<file path="src/rtl/arith_pkg.sv">
// Shared constants for the calculator display path: seven-segment patterns
// (active-low, bit order {g,f,e,d,c,b,a}), formatter states and LED indices.
package arith_pkg;

  localparam logic [6:0] SEG_0     = 7'b1000000;
  localparam logic [6:0] SEG_1     = 7'b1111001;
  localparam logic [6:0] SEG_2     = 7'b0100100;
  localparam logic [6:0] SEG_3     = 7'b0110000;
  localparam logic [6:0] SEG_4     = 7'b0011001;
  localparam logic [6:0] SEG_5     = 7'b0010010;
  localparam logic [6:0] SEG_6     = 7'b0000010;
  localparam logic [6:0] SEG_7     = 7'b1111000;
  localparam logic [6:0] SEG_8     = 7'b0000000;
  localparam logic [6:0] SEG_9     = 7'b0010000;
  localparam logic [6:0] SEG_OFF   = 7'b1111111;
  localparam logic [6:0] SEG_MINUS = 7'b0111111;
  localparam logic [6:0] SEG_E     = 7'b0000110;
  localparam logic [6:0] SEG_R     = 7'b0101111;

  typedef enum logic [1:0] {IDLE, SHIFT, COMMIT} fmt_state_t;

  localparam int LED_DIV0 = 0;
  localparam int LED_SIGN = 1;
  localparam int LED_ZERO = 2;

endpackage

</file>
<file path="src/rtl/seg7_decoder.sv">
// BCD nibble to active-low seven-segment pattern; non-decimal codes go dark.
module seg7_decoder
  import arith_pkg::*;
(
  input  logic [3:0] bcd,
  output logic [6:0] seg
);

  // Pure lookup from digit value to segment pattern
  always_comb begin
    case (bcd)
      4'd0:    seg = SEG_0;
      4'd1:    seg = SEG_1;
      4'd2:    seg = SEG_2;
      4'd3:    seg = SEG_3;
      4'd4:    seg = SEG_4;
      4'd5:    seg = SEG_5;
      4'd6:    seg = SEG_6;
      4'd7:    seg = SEG_7;
      4'd8:    seg = SEG_8;
      4'd9:    seg = SEG_9;
      default: seg = SEG_OFF;
    endcase
  end

endmodule

</file>
<file path="src/rtl/result_display_formatter.sv">
// Converts each accepted result magnitude to BCD with a bit-serial double-dabble
// engine, then registers the three digit patterns and status LEDs in one step.
// A one-entry pending slot lets a new result arrive while a conversion runs.
module result_display_formatter
  import arith_pkg::*;
#(
  parameter int WIDTH         = 8,
  parameter int DIGITS        = 3,
  parameter int BLANK_LEADING = 1
) (
  input  logic             clk,
  input  logic             rst_n,
  input  logic             in_valid,
  output logic             in_ready,
  input  logic [WIDTH-1:0] in_mag,
  input  logic             in_neg,
  input  logic             in_div0,
  output logic [6:0]       hex_ones,
  output logic [6:0]       hex_tens,
  output logic [6:0]       hex_hund,
  output logic [2:0]       led_status,
  output logic             done
);

  localparam int BCD_W  = 4 * DIGITS;
  localparam int ITER_W = $clog2(WIDTH + 1);

  fmt_state_t         state, state_nxt;
  logic [ITER_W-1:0]  iter;
  logic [BCD_W-1:0]   bcd, bcd_adj;
  logic [WIDTH-1:0]   bin, cur_mag, pend_mag;
  logic               cur_neg, cur_div0, pend_neg, pend_div0, pend_full;
  logic               load_in, load_pend, do_shift, do_commit, pend_fill;
  logic [6:0]         seg_h, seg_t, seg_o, disp_h, disp_t, disp_o;
  logic [2:0]         led_nxt;
  logic               hund_zero, tens_zero, mag_zero, show_sign;

  // Add 3 to every nibble of 5 or more so the following left shift carries correctly
  function automatic logic [BCD_W-1:0] dd_adjust(input logic [BCD_W-1:0] b);
    logic [BCD_W-1:0] r;
    r = b;
    for (int i = 0; i < DIGITS; i++)
      if (b[4*i +: 4] >= 4'd5) r[4*i +: 4] = b[4*i +: 4] + 4'd3;
    return r;
  endfunction

  assign bcd_adj  = dd_adjust(bcd);
  assign in_ready = (state == IDLE) || !pend_full;

  // State register
  always_ff @(posedge clk or negedge rst_n) begin
    if (!rst_n) state <= IDLE;
    else        state <= state_nxt;
  end

  // Next-state: a commit chains straight into another conversion when work is waiting
  always_comb begin
    state_nxt = state;
    case (state)
      IDLE:    if (in_valid) state_nxt = SHIFT;
      SHIFT:   if (iter == ITER_W'(WIDTH - 1)) state_nxt = COMMIT;
      COMMIT:  state_nxt = (pend_full || in_valid) ? SHIFT : IDLE;
      default: state_nxt = IDLE;
    endcase
  end

  // Per-state control strobes; a full slot has priority over the input at commit
  always_comb begin
    load_in   = 1'b0;
    load_pend = 1'b0;
    do_shift  = 1'b0;
    do_commit = 1'b0;
    pend_fill = 1'b0;
    case (state)
      IDLE:  load_in = in_valid;
      SHIFT: begin
        do_shift  = 1'b1;
        pend_fill = in_valid && in_ready;
      end
      COMMIT: begin
        do_commit = 1'b1;
        load_pend = pend_full;
        load_in   = !pend_full && in_valid;
      end
      default: ;
    endcase
  end

  // Conversion control: iteration count and pending-slot occupancy
  always_ff @(posedge clk or negedge rst_n) begin
    if (!rst_n) begin
      iter      <= '0;
      pend_full <= 1'b0;
    end else begin
      if (load_in || load_pend) iter <= '0;
      else if (do_shift)        iter <= iter + ITER_W'(1);
      if (pend_fill)      pend_full <= 1'b1;
      else if (load_pend) pend_full <= 1'b0;
    end
  end

  // Double-dabble datapath and captured operands (data only, no reset needed)
  always_ff @(posedge clk) begin
    if (load_in) begin
      bin      <= in_mag;
      bcd      <= '0;
      cur_mag  <= in_mag;
      cur_neg  <= in_neg;
      cur_div0 <= in_div0;
    end else if (load_pend) begin
      bin      <= pend_mag;
      bcd      <= '0;
      cur_mag  <= pend_mag;
      cur_neg  <= pend_neg;
      cur_div0 <= pend_div0;
    end else if (do_shift) begin
      {bcd, bin} <= {bcd_adj[BCD_W-2:0], bin, 1'b0};
    end
    if (pend_fill) begin
      pend_mag  <= in_mag;
      pend_neg  <= in_neg;
      pend_div0 <= in_div0;
    end
  end

  seg7_decoder u_dec_hund (.bcd(bcd[11:8]), .seg(seg_h));
  seg7_decoder u_dec_tens (.bcd(bcd[7:4]),  .seg(seg_t));
  seg7_decoder u_dec_ones (.bcd(bcd[3:0]),  .seg(seg_o));

  assign hund_zero = (bcd[11:8] == 4'd0);
  assign tens_zero = (bcd[7:4] == 4'd0);
  assign mag_zero  = (cur_mag == '0);
  assign show_sign = cur_neg && !mag_zero;

  // Leading-zero blanking, minus placement and error override on the decoded digits
  always_comb begin
    disp_h = seg_h;
    disp_t = seg_t;
    disp_o = seg_o;
    if (BLANK_LEADING != 0) begin
      if (hund_zero)              disp_h = SEG_OFF;
      if (hund_zero && tens_zero) disp_t = SEG_OFF;
      if (show_sign) begin
        if (hund_zero && tens_zero) disp_t = SEG_MINUS;
        else if (hund_zero)         disp_h = SEG_MINUS;
      end
    end
    if (cur_div0) begin
      disp_h = SEG_E;
      disp_t = SEG_R;
      disp_o = SEG_R;
    end
    led_nxt           = '0;
    led_nxt[LED_DIV0] = cur_div0;
    led_nxt[LED_SIGN] = show_sign;
    led_nxt[LED_ZERO] = mag_zero && !cur_div0;
  end

  // Display registers change only at commit; done marks that cycle
  always_ff @(posedge clk or negedge rst_n) begin
    if (!rst_n) begin
      hex_hund   <= SEG_OFF;
      hex_tens   <= SEG_OFF;
      hex_ones   <= SEG_OFF;
      led_status <= '0;
      done       <= 1'b0;
    end else begin
      done <= do_commit;
      if (do_commit) begin
        hex_hund   <= disp_h;
        hex_tens   <= disp_t;
        hex_ones   <= disp_o;
        led_status <= led_nxt;
      end
    end
  end

endmodule
</file>
<file path="config.mk">
export PLATFORM = sky130hd
export DESIGN_NAME = result_display_formatter
export DESIGN_NICKNAME = d
export VERILOG_FILES = /design/src/rtl/arith_pkg.sv /design/src/rtl/seg7_decoder.sv /design/src/rtl/result_display_formatter.sv
export SDC_FILE = /design/constraint.sdc
export NUM_CORES = 1
export LEC_CHECK = 0
export CAP_MARGIN = 25
export CORE_ASPECT_RATIO = 1.25
export CORE_MARGIN = 2
export CORE_UTILIZATION = 28
export DETAILED_ROUTE_END_ITERATION = 8
export PLACE_DENSITY = 0.46
export SETUP_SLACK_MARGIN = 0.3
export SYNTH_ARGS = -nofsm -noshare
export SYNTH_HDL_FRONTEND = slang
export SYNTH_SLANG_ARGS = --single-unit
</file>
<file path="constraint.sdc">
create_clock -name clk -period 4.9 [get_ports clk]
set_input_delay 0.98 -clock clk [delete_from_list [all_inputs] [get_ports clk]]
set_output_delay 0.98 -clock clk [all_outputs]
set_load 0.02 [all_outputs]
</file>
==> results of run 1 <==
[logic make-up after synthesis]
kind of cell	Yosys count
DFF	93
adders and majority gates	23
buffers and inverters	45
muxes	8
AOI/OAI and AO/OA	121
and+or+nand+nor	148
xor gates and xnor gates	6
[critical path: cells and delay by family]
family	cells	cell delay [ps]
AO/OA/AOI/OAI	4	650
adder cells (fa/ha/maj)	1	250
buffers and inverters	3	1040
AND/OR/NAND/NOR	2	400
[synthesized netlist by cell type (all sizes together) (10+ instances only)]
cell type	count
a21oi	29
inv	25
dfstp	21
edfxtp	28
o21ai	23
ha	23
nand3	10
clkbuf	11
dfrtp	11
dfxtp	33
nand2	78
nor2	26
a22oi	10
[per-stage QoR]
step                      instance area, um2  std cells  worst slack (ps)
after detailed placement                5040        679              1420
after global placement                  5040        679              1470
after CTS                               5340        695              1760
after floorplan                         4470        444              2220
final                                   5350        696              1780
after global routing                    5350        696              1580
[layout by cell type, fill, tap and decap left out, types with 8 or more instances in the layout]
master and n:
o21ai_0 20, a21o_1 8, nand2_1 78, edfxtp_1 28
a31oi_1 9, nor2_1 25, clkbuf_16 9, a211oi_1 9
dfxtp_1 33, nand3_1 9, a22oi_1 10, inv_1 23
a21oi_1 27, dfstp_2 21, dfrtp_1 11, ha_1 23
clkdlybuf4s50_1 38, o22ai_1 9
[power groups by stage]
stage	clock network, W	registers, W	logic (W)
2_1_floorplan	0	0.00144	0.00145
3_3_place_gp	0	0.00141	0.00201
3_5_place_dp	0	0.00142	0.00202
4_1_cts	0.000733	0.00140	0.00203
5_1_grt	0.000761	0.00144	0.00232
6_report	0.000709	0.00140	0.00203
[metal layers]
metal  wire length (um)  vias up  part of all wire, %
met2               4580       70                   47
li1                   -     1651                    -
met4                125        0                  1.3
met1               4710     1568                   48
met5                  0        -                    0
met3                358       10                  3.7
[path summary, 6_finish.rpt]
path	slack, ps	cells after the start	startpoint	end
max in group asynchronous	3520	2	rst_n	hex_hund[3]$_DFFE_PN1N_
worst max-delay path	1780	10	in_valid	u_dec_hund.seg[5]$_DFF_P_
worst min-delay path	420	2	u_dec_ones.seg[6]$_DFF_P_	hex_ones[6]$_DFFE_PN1N_
worst max register to register	2190	11	bcd[4]$_SDFFE_PP0N_	u_dec_hund.seg[1]$_DFF_P_
min in group asynchronous	1040	2	rst_n	iter[1]$_DFFE_PN0P_
worst min register to register	420	2	u_dec_ones.seg[6]$_DFF_P_	hex_ones[6]$_DFFE_PN1N_
[registers in the layout (all words and copies together), names as in the netlist, 2 cells and up]
signal	flops
iter	4
u_dec_hund.seg	7
u_dec_tens.seg	7
bin	8
led_status	3
state	2
hex_hund	7
cur_mag	8
hex_tens	7
hex_ones	7
bcd	12
u_dec_ones.seg	7
pend_mag	8
[cell type report]
| class | count | area [um2] | share of cell area, % |
|---|---|---|---|
| clock inverters | 6 | 70.1 | 1.31 |
| clock buffers | 10 | 229 | 4.28 |
| well taps | 212 | 265 | 4.95 |
| flip-flops and latches | 93 | 2330 | 43.5 |
| repair buffers | 44 | 433 | 8.09 |
| inverters | 25 | 93.8 | 1.75 |
| multi-input cells | 306 | 1930 | 36.1 |
==> summary.txt, run 1 <==
Floorplan
  – Starting Density: 28.6%
  – Core Box Area: 15600 um2
  – Die Wd: 117 um
  – Row count: between 50 and 60
  – Chip Height: 145 um
  – IO Count: 39
  – Die area: 17000 um2

Placement
  – Detailed Place HPWL: 6990 um
  – Routability cong.: 0.821
  – IO Port Bufs: 38

Cells and area
  – Layout Nets: 515
  – Area growth, synth to finish: 19.8%
  – Layout cells sized above 1: 11.6%
  – Ant diodes: 0
  – Fill cells: 1615
  – Finished Core Util: 34.2%

Setup path
  – Critical Path AT: around 3300 ps
  – CP startpoint kind: input port
  – WS Path Type: input port to flip-flop
  – Most used cell along the critical path: a21oi_1
  – Crit path cell chain: clkdlybuf4s50_1, a21oi_1, or2_4, inv_2, nor2_2, inv_1, o22ai_1, ha_1, a211oi_1, a21oi_1
  – Critical path's slowest cell: clkdlybuf4s50_1
  – Worst path required time: 5120 ps
  – CP max FO: 14
  – Max incr delay on CP: approximately 500 ps
  – Endpoint class of the critical path: flip-flop

Routing
  – Post-route DRC violation count: 0
  – DR iter-0 viols: between 100 and 150
  – Routed WL per cell: 14.0 um
  – Via count: 3299
  – WL final: a little under 10000 um
  – Antenna viol nets, final: 0
  – DRT Pass-1 Iters: 4
  – Vias per cell: 4.74

Timing
  – Fin. Hold Viols: 0
  – RSZ-0062 raised after global routing: no
  – Period utilization: 63.7%
  – Setup_tns: 0 ps
  – Setup-failing EPs final: 0
  – Slew Limit Fails: 0
  – Fmax achieved: 320 MHz
  – Clock skew: ~9.7 ps
  – Fin Hold WS: 419 ps
  – Worst rel slew slack: 56.9%
  – Period minus WS final: 3120 ps
  – Slew @ Worst Pin: ~640 ps

Pwr
  – Sequential share of power: 33.7%
  – Maximum vdd drop: 0.205 mV
  – Sw power: 0.00171 W
  – Static Leakage: 2.19 nW
  – Clock share of power: 17.1%
  – Combinational share of power: 49.1%
  – P_int: around 0.0024 W
  – Power Total: 0.00414 W
  – Switching share of power: 41.2%
  – Pwr Density: 773 nW/um2

Synth
  – Post-synthesis simple-gate area fraction: 15.5%
  – Fraction of the yosys area taken by sequential cells: 52.1%
  – Adder-cell share of the synthesized area: about 6.4%
  – XOR/XNOR share of the synthesized area: 1.18%
  – Seq cells post-synth: 93
  – Largest family of logic cells by synthesized area: compound AO/OA/AOI/OAI gates
  – Mux cell area share after synthesis: 1.82%
  – Syn Nets: 480
  – Compound-gate portion of the synthesized area: 18.3%
  – Main synth FF type: dfxtp_1
  – Number of distinct library cells after synthesis: 54
  – Gate Count Post-Synth: around 440
  – Synth warn: 0
  – Post-synth top area share: 18.8%
  – Leading area contributor after synthesis: edfxtp_1
  – Synth Cell Area: 4470 um2
  – Top area cells in the synthesized netlist: edfxtp_1 (19%), dfxtp_1 (15%), dfstp_2 (12%), nand2_1 (6.5%), ha_1 (6.4%)
  – Async SR Flop Fraction: 34.4%
  – Post-synth EDFFs: 28
  – Syn_area_per_cell: 10.1 um2

Global route
  – Vias in the first global route: 3214
  – Most used routing layer in global routing: met2
  – Gr usage total: 12.4%
  – Met1 usage: 17.1%
  – Largest net degree at the start of global routing: 33
  – Initial antenna violation count: 0
  – Gr ovfl total: 0
  – Met3 Usage GRT: 2.38%
  – Met2 Use GR: 19.0%
  – Global-route wire length before repair: 16600 um

Status
  – Status: finished, final reports clean

Worst hold path
  – HP Class: flip-flop to flip-flop

Clocking
  – Post-CTS Setup Inserts: 0
  – # clock sinks: 93
  – # H-tree levels: 3
  – Clock Pin Slew Worst Setup and Hold Paths: 70 ps
  – CTS Buffer Depth: 2
  – CTS tree: yes
  – PostCTS Resize Cnt: 0
  – Clk_lat worst skew: 350 ps
  – Hold_buf cts: 0
  – CTS Buf Count: 9
  – Root buffer cell: clkbuf_16

Flow run
  – Max Cap Violations: 0
Note: power is estimated with default switching activity, not from simulation.
==> run 2, diff against run 1 <==
==> constraint.sdc (replaced) <==
create_clock -name clk -period 3 [get_ports clk]
set_input_delay 0.6 -clock clk [delete_from_list [all_inputs] [get_ports clk]]
set_output_delay 0.6 -clock clk [all_outputs]
set_load 0.02 [all_outputs]
==> run 2 against run 1 <==
Hold slack got worse by 2.2 ps. Sequential power grew 61%. Critical path depth did not move. Clock power increased by 51%. Worst setup slack lost 1300 ps. First-iteration DRC count fell by 4.1%. Design area increased by 0.82%. Wire length down 0.30%. Largest power group unchanged. Highest routed layer unchanged.
==> summary.txt, run 2 (synthesized netlist as in run 1, its figures left out) <==
Status
  – Status: finished, final reports clean

Worst hold path
  – HP Class: flip-flop to flip-flop
  – HP Start: u_dec_ones.seg[4]$_DFF_P_
  – Hold path cells: 2 (unchanged)
  – Worst Hold Endpoint: hex_ones[4]$_DFFE_PN1N_

Timing
  – Setup-failing EPs final: 0 (unchanged)
  – Slew Limit Fails: 0 (unchanged)
  – Setup_tns: 0 ps (unchanged)
  – Fin Hold WS: 416 ps (-2.18 ps)
  – Clock skew: 5.76 ps (-3.95 ps)
  – Slew @ Worst Pin: 698 ps (+53.2 ps)
  – RSZ-0062 raised after global routing: yes
  – Period minus WS final: around 2600 ps
  – Fmax achieved: 392 MHz
  – Period utilization: around 85%
  – Fin. Hold Viols: 0 (unchanged)
  – Worst rel slew slack: 53.4% (-3.6 points)

Clocking
  – # H-tree levels: 3 (unchanged)
  – CTS Buffer Depth: 2 (unchanged)
  – CTS Buf Count: 9 (unchanged)
  – # clock sinks: 93 (unchanged)
  – Clk_lat worst skew: 350 ps (about the same)
  – Clock Pin Slew Worst Setup and Hold Paths: 70 ps (about the same)
  – Root buffer cell: clkbuf_16
  – CTS tree: yes

Cells and area
  – Finished Core Util: 34.5% (+0.28 points)
  – Commonest cells after routing, fill and taps aside: nand2_1 (78), clkdlybuf4s50_1 (38), dfxtp_1 (33)
  – Ant diodes: 0 (unchanged)
  – Reg with most FFs: bcd
  – Most common cell after layout, fill and taps aside: nand2_1
  – Fill cells: 1608 (-0.43%)
  – Layout Nets: 521 (+1.2%)
  – Register area: 2330 um2 (unchanged)
  – Area growth, synth to finish: 20.7%
  – Layout cells sized above 1: 13.5% (+1.9 points)
  – Final Instance Area: 5400 um2 (+0.82%)
  – Max reg flops: 12 (unchanged)
  – Multi-input logic area: 1960 um2 (+1.6%)

Global route
  – Vias in the first global route: 3137 (-2.4%)
  – Global-route wire length before repair: 15800 um (-4.8%)
  – Most used routing layer in global routing: met2
  – Initial antenna violation count: 0 (unchanged)
  – Gr usage total: 12.0% (-0.38 points)
  – Met2 Use GR: 18.6% (-0.35 points)
  – Met1 usage: 16.1% (-1.0 points)
  – Met3 Usage GRT: 2.34% (-0.042 points)
  – Largest net degree at the start of global routing: 33 (unchanged)
  – Gr ovfl total: 0 (unchanged)

Setup path
  – Critical Path AT: 2820 ps (-520 ps)
  – R2R depth: 10 (-1)
  – Crit path from: bcd[5]$_SDFFE_PP0N_
  – WS Path Type: flip-flop to flip-flop
  – Worst path required time: 3260 ps (-1860 ps)
  – Reg2reg end: u_dec_hund.seg[4]$_DFF_P_
  – Endpoint class of the critical path: flip-flop
  – CP startpoint kind: flip-flop
  – Delay-heaviest family, CP: compound AO/OA/AOI/OAI gates
  – CP max FO: 6 (-8)
  – FF-to-FF setup slack: 450 ps (-1740 ps)
  – Buf/Inv on CP: 2 (-1)
  – Critical path's slowest cell: or3b_2
  – Max incr delay on CP: 500 ps (about the same)
  – Crit path cell chain: inv_1, ha_1, nand2b_1, or3b_2, a21oi_4, a21o_1, inv_1, ha_1, o2bb2ai_1, a22oi_1
  – FF-to-FF Start: bcd[5]$_SDFFE_PP0N_

Pwr
  – Clock share of power: 15.8% (-1.3 points)
  – Pwr Density: 1260 nW/um2 (+62%)
  – Static Leakage: 2.22 nW (+1.1%)
  – Sw power: 0.00282 W (+65%)
  – Combinational share of power: 50.8% (+1.7 points)
  – Maximum vdd drop: 0.296 mV (+44%)
  – Sequential share of power: 33.4% (-0.3 points)
  – P_int: 0.00396 W (+63%)
  – Switching share of power: 41.6% (+0.38 points)

Floorplan
  – Chip Height: 145 um (unchanged)
  – Die area: 17000 um2 (unchanged)
  – Row count: 51 (unchanged)
  – Starting Density: 28.6% (unchanged)
  – Core Box Area: 15600 um2 (unchanged)
  – IO Count: 39 (unchanged)
  – Die Wd: 117 um (unchanged)

Placement
  – Detailed Place HPWL: 6960 um (-0.33%)
  – IO Port Bufs: 38 (unchanged)
  – Routability cong.: 0.799 (-2.7%)
  – DP Area: 5090 um2 (+1.0%)

Routing
  – Vias per cell: 4.68 (-1.2%)
  – DRT Pass-1 Iters: 4 (unchanged)
  – Antenna viol nets, final: 0 (unchanged)
  – Routed WL per cell: 13.9 um (-1.1%)
  – Via count: 3288 (-0.33%)
  – Post-route DRC violation count: 0 (unchanged)
  – DR iter-0 viols: 139 (-4.1%)
  – WL final: 9750 um (-0.30%)

Flow run
  – Max Cap Violations: 0 (unchanged)
run 2: cell count changes in the layout (fill, tap and decap cells not counted), moves of 2 or more:
cell / delta
buf_4: +7
a21oi_1: -2
inv_4: +2
xnor2_1: -2
xnor2_2: +2
run 2: per-layer routing:
metal | up-vias | wire length, um
met4 | 0 | 220
met5 | - | 0
li1 | 1667 | -
met2 | 54 | 4520
met3 | 16 | 326
met1 | 1551 | 4680
run 2: worst min-delay path, cell delays in order, from the launching register on:
cell	delay, ps
dfxtp_1	300
nand3b_1	70
nand2_1	50
run 2: per-stage QoR:
stage               total power, W  cells  setup slack (ps)
detailed placement         0.00568    686               319
global route               0.00737    702               261
finish                     0.00678    702               446
global placement           0.00567    686               315
floorplan                  0.00473    444               698
CTS                        0.00679    702               306
run 2: worst max-delay path by stage:
stage                                endpoint  slack [ps]  depth (start not counted)
floorplan           u_dec_hund.seg[6]$_DFF_P_         700                         10
global placement    u_dec_hund.seg[4]$_DFF_P_         320                         10
detailed placement  u_dec_tens.seg[1]$_DFF_P_         320                         11
CTS                 u_dec_hund.seg[4]$_DFF_P_         310                         10
global route        u_dec_hund.seg[4]$_DFF_P_         260                         10
finish              u_dec_hund.seg[4]$_DFF_P_         450                         10
run 2: cell type report:
type                    instances  share of cell area [%]
flip-flops and latches         93                    43.1
multi-input cells             306                    36.4
repair buffers                 50                    8.72
well taps                     212                    4.91
clock buffers                  10                    4.24
inverters                      25                    1.74
clock inverters                 6                   0.858
run 2: timing repair:
item                                    in CTS  in global routing
hold buffers                                 0                  0
setup buffers                                0                  0
gates resized for setup                      0                  5
endpoints found under the setup margin       0                 11
run 2: power by group through the flow:
| stage | Clock (W) | Sequential [W] | Combinational [W] |
|---|---|---|---|
| finish | 0.00107 | 0.00226 | 0.00344 |
| floorplan | 0 | 0.00235 | 0.00238 |
| CTS | 0.00111 | 0.00227 | 0.00341 |
| detailed placement | 0 | 0.00229 | 0.00339 |
| global placement | 0 | 0.00229 | 0.00338 |
| global route | 0.00115 | 0.00233 | 0.00388 |
==> run 3, diff against run 2 <==
--- a/config.mk
+++ b/config.mk
@@ -12,6 +12,7 @@
 export DETAILED_ROUTE_END_ITERATION = 8
 export PLACE_DENSITY = 0.46
 export SETUP_SLACK_MARGIN = 0.3
+export SLEW_MARGIN = 40
 export SYNTH_ARGS = -nofsm -noshare
 export SYNTH_HDL_FRONTEND = slang
 export SYNTH_SLANG_ARGS = --single-unit
==> results of run 3 <==
The final DEF is identical to that of run 2; final timing and power are the same.
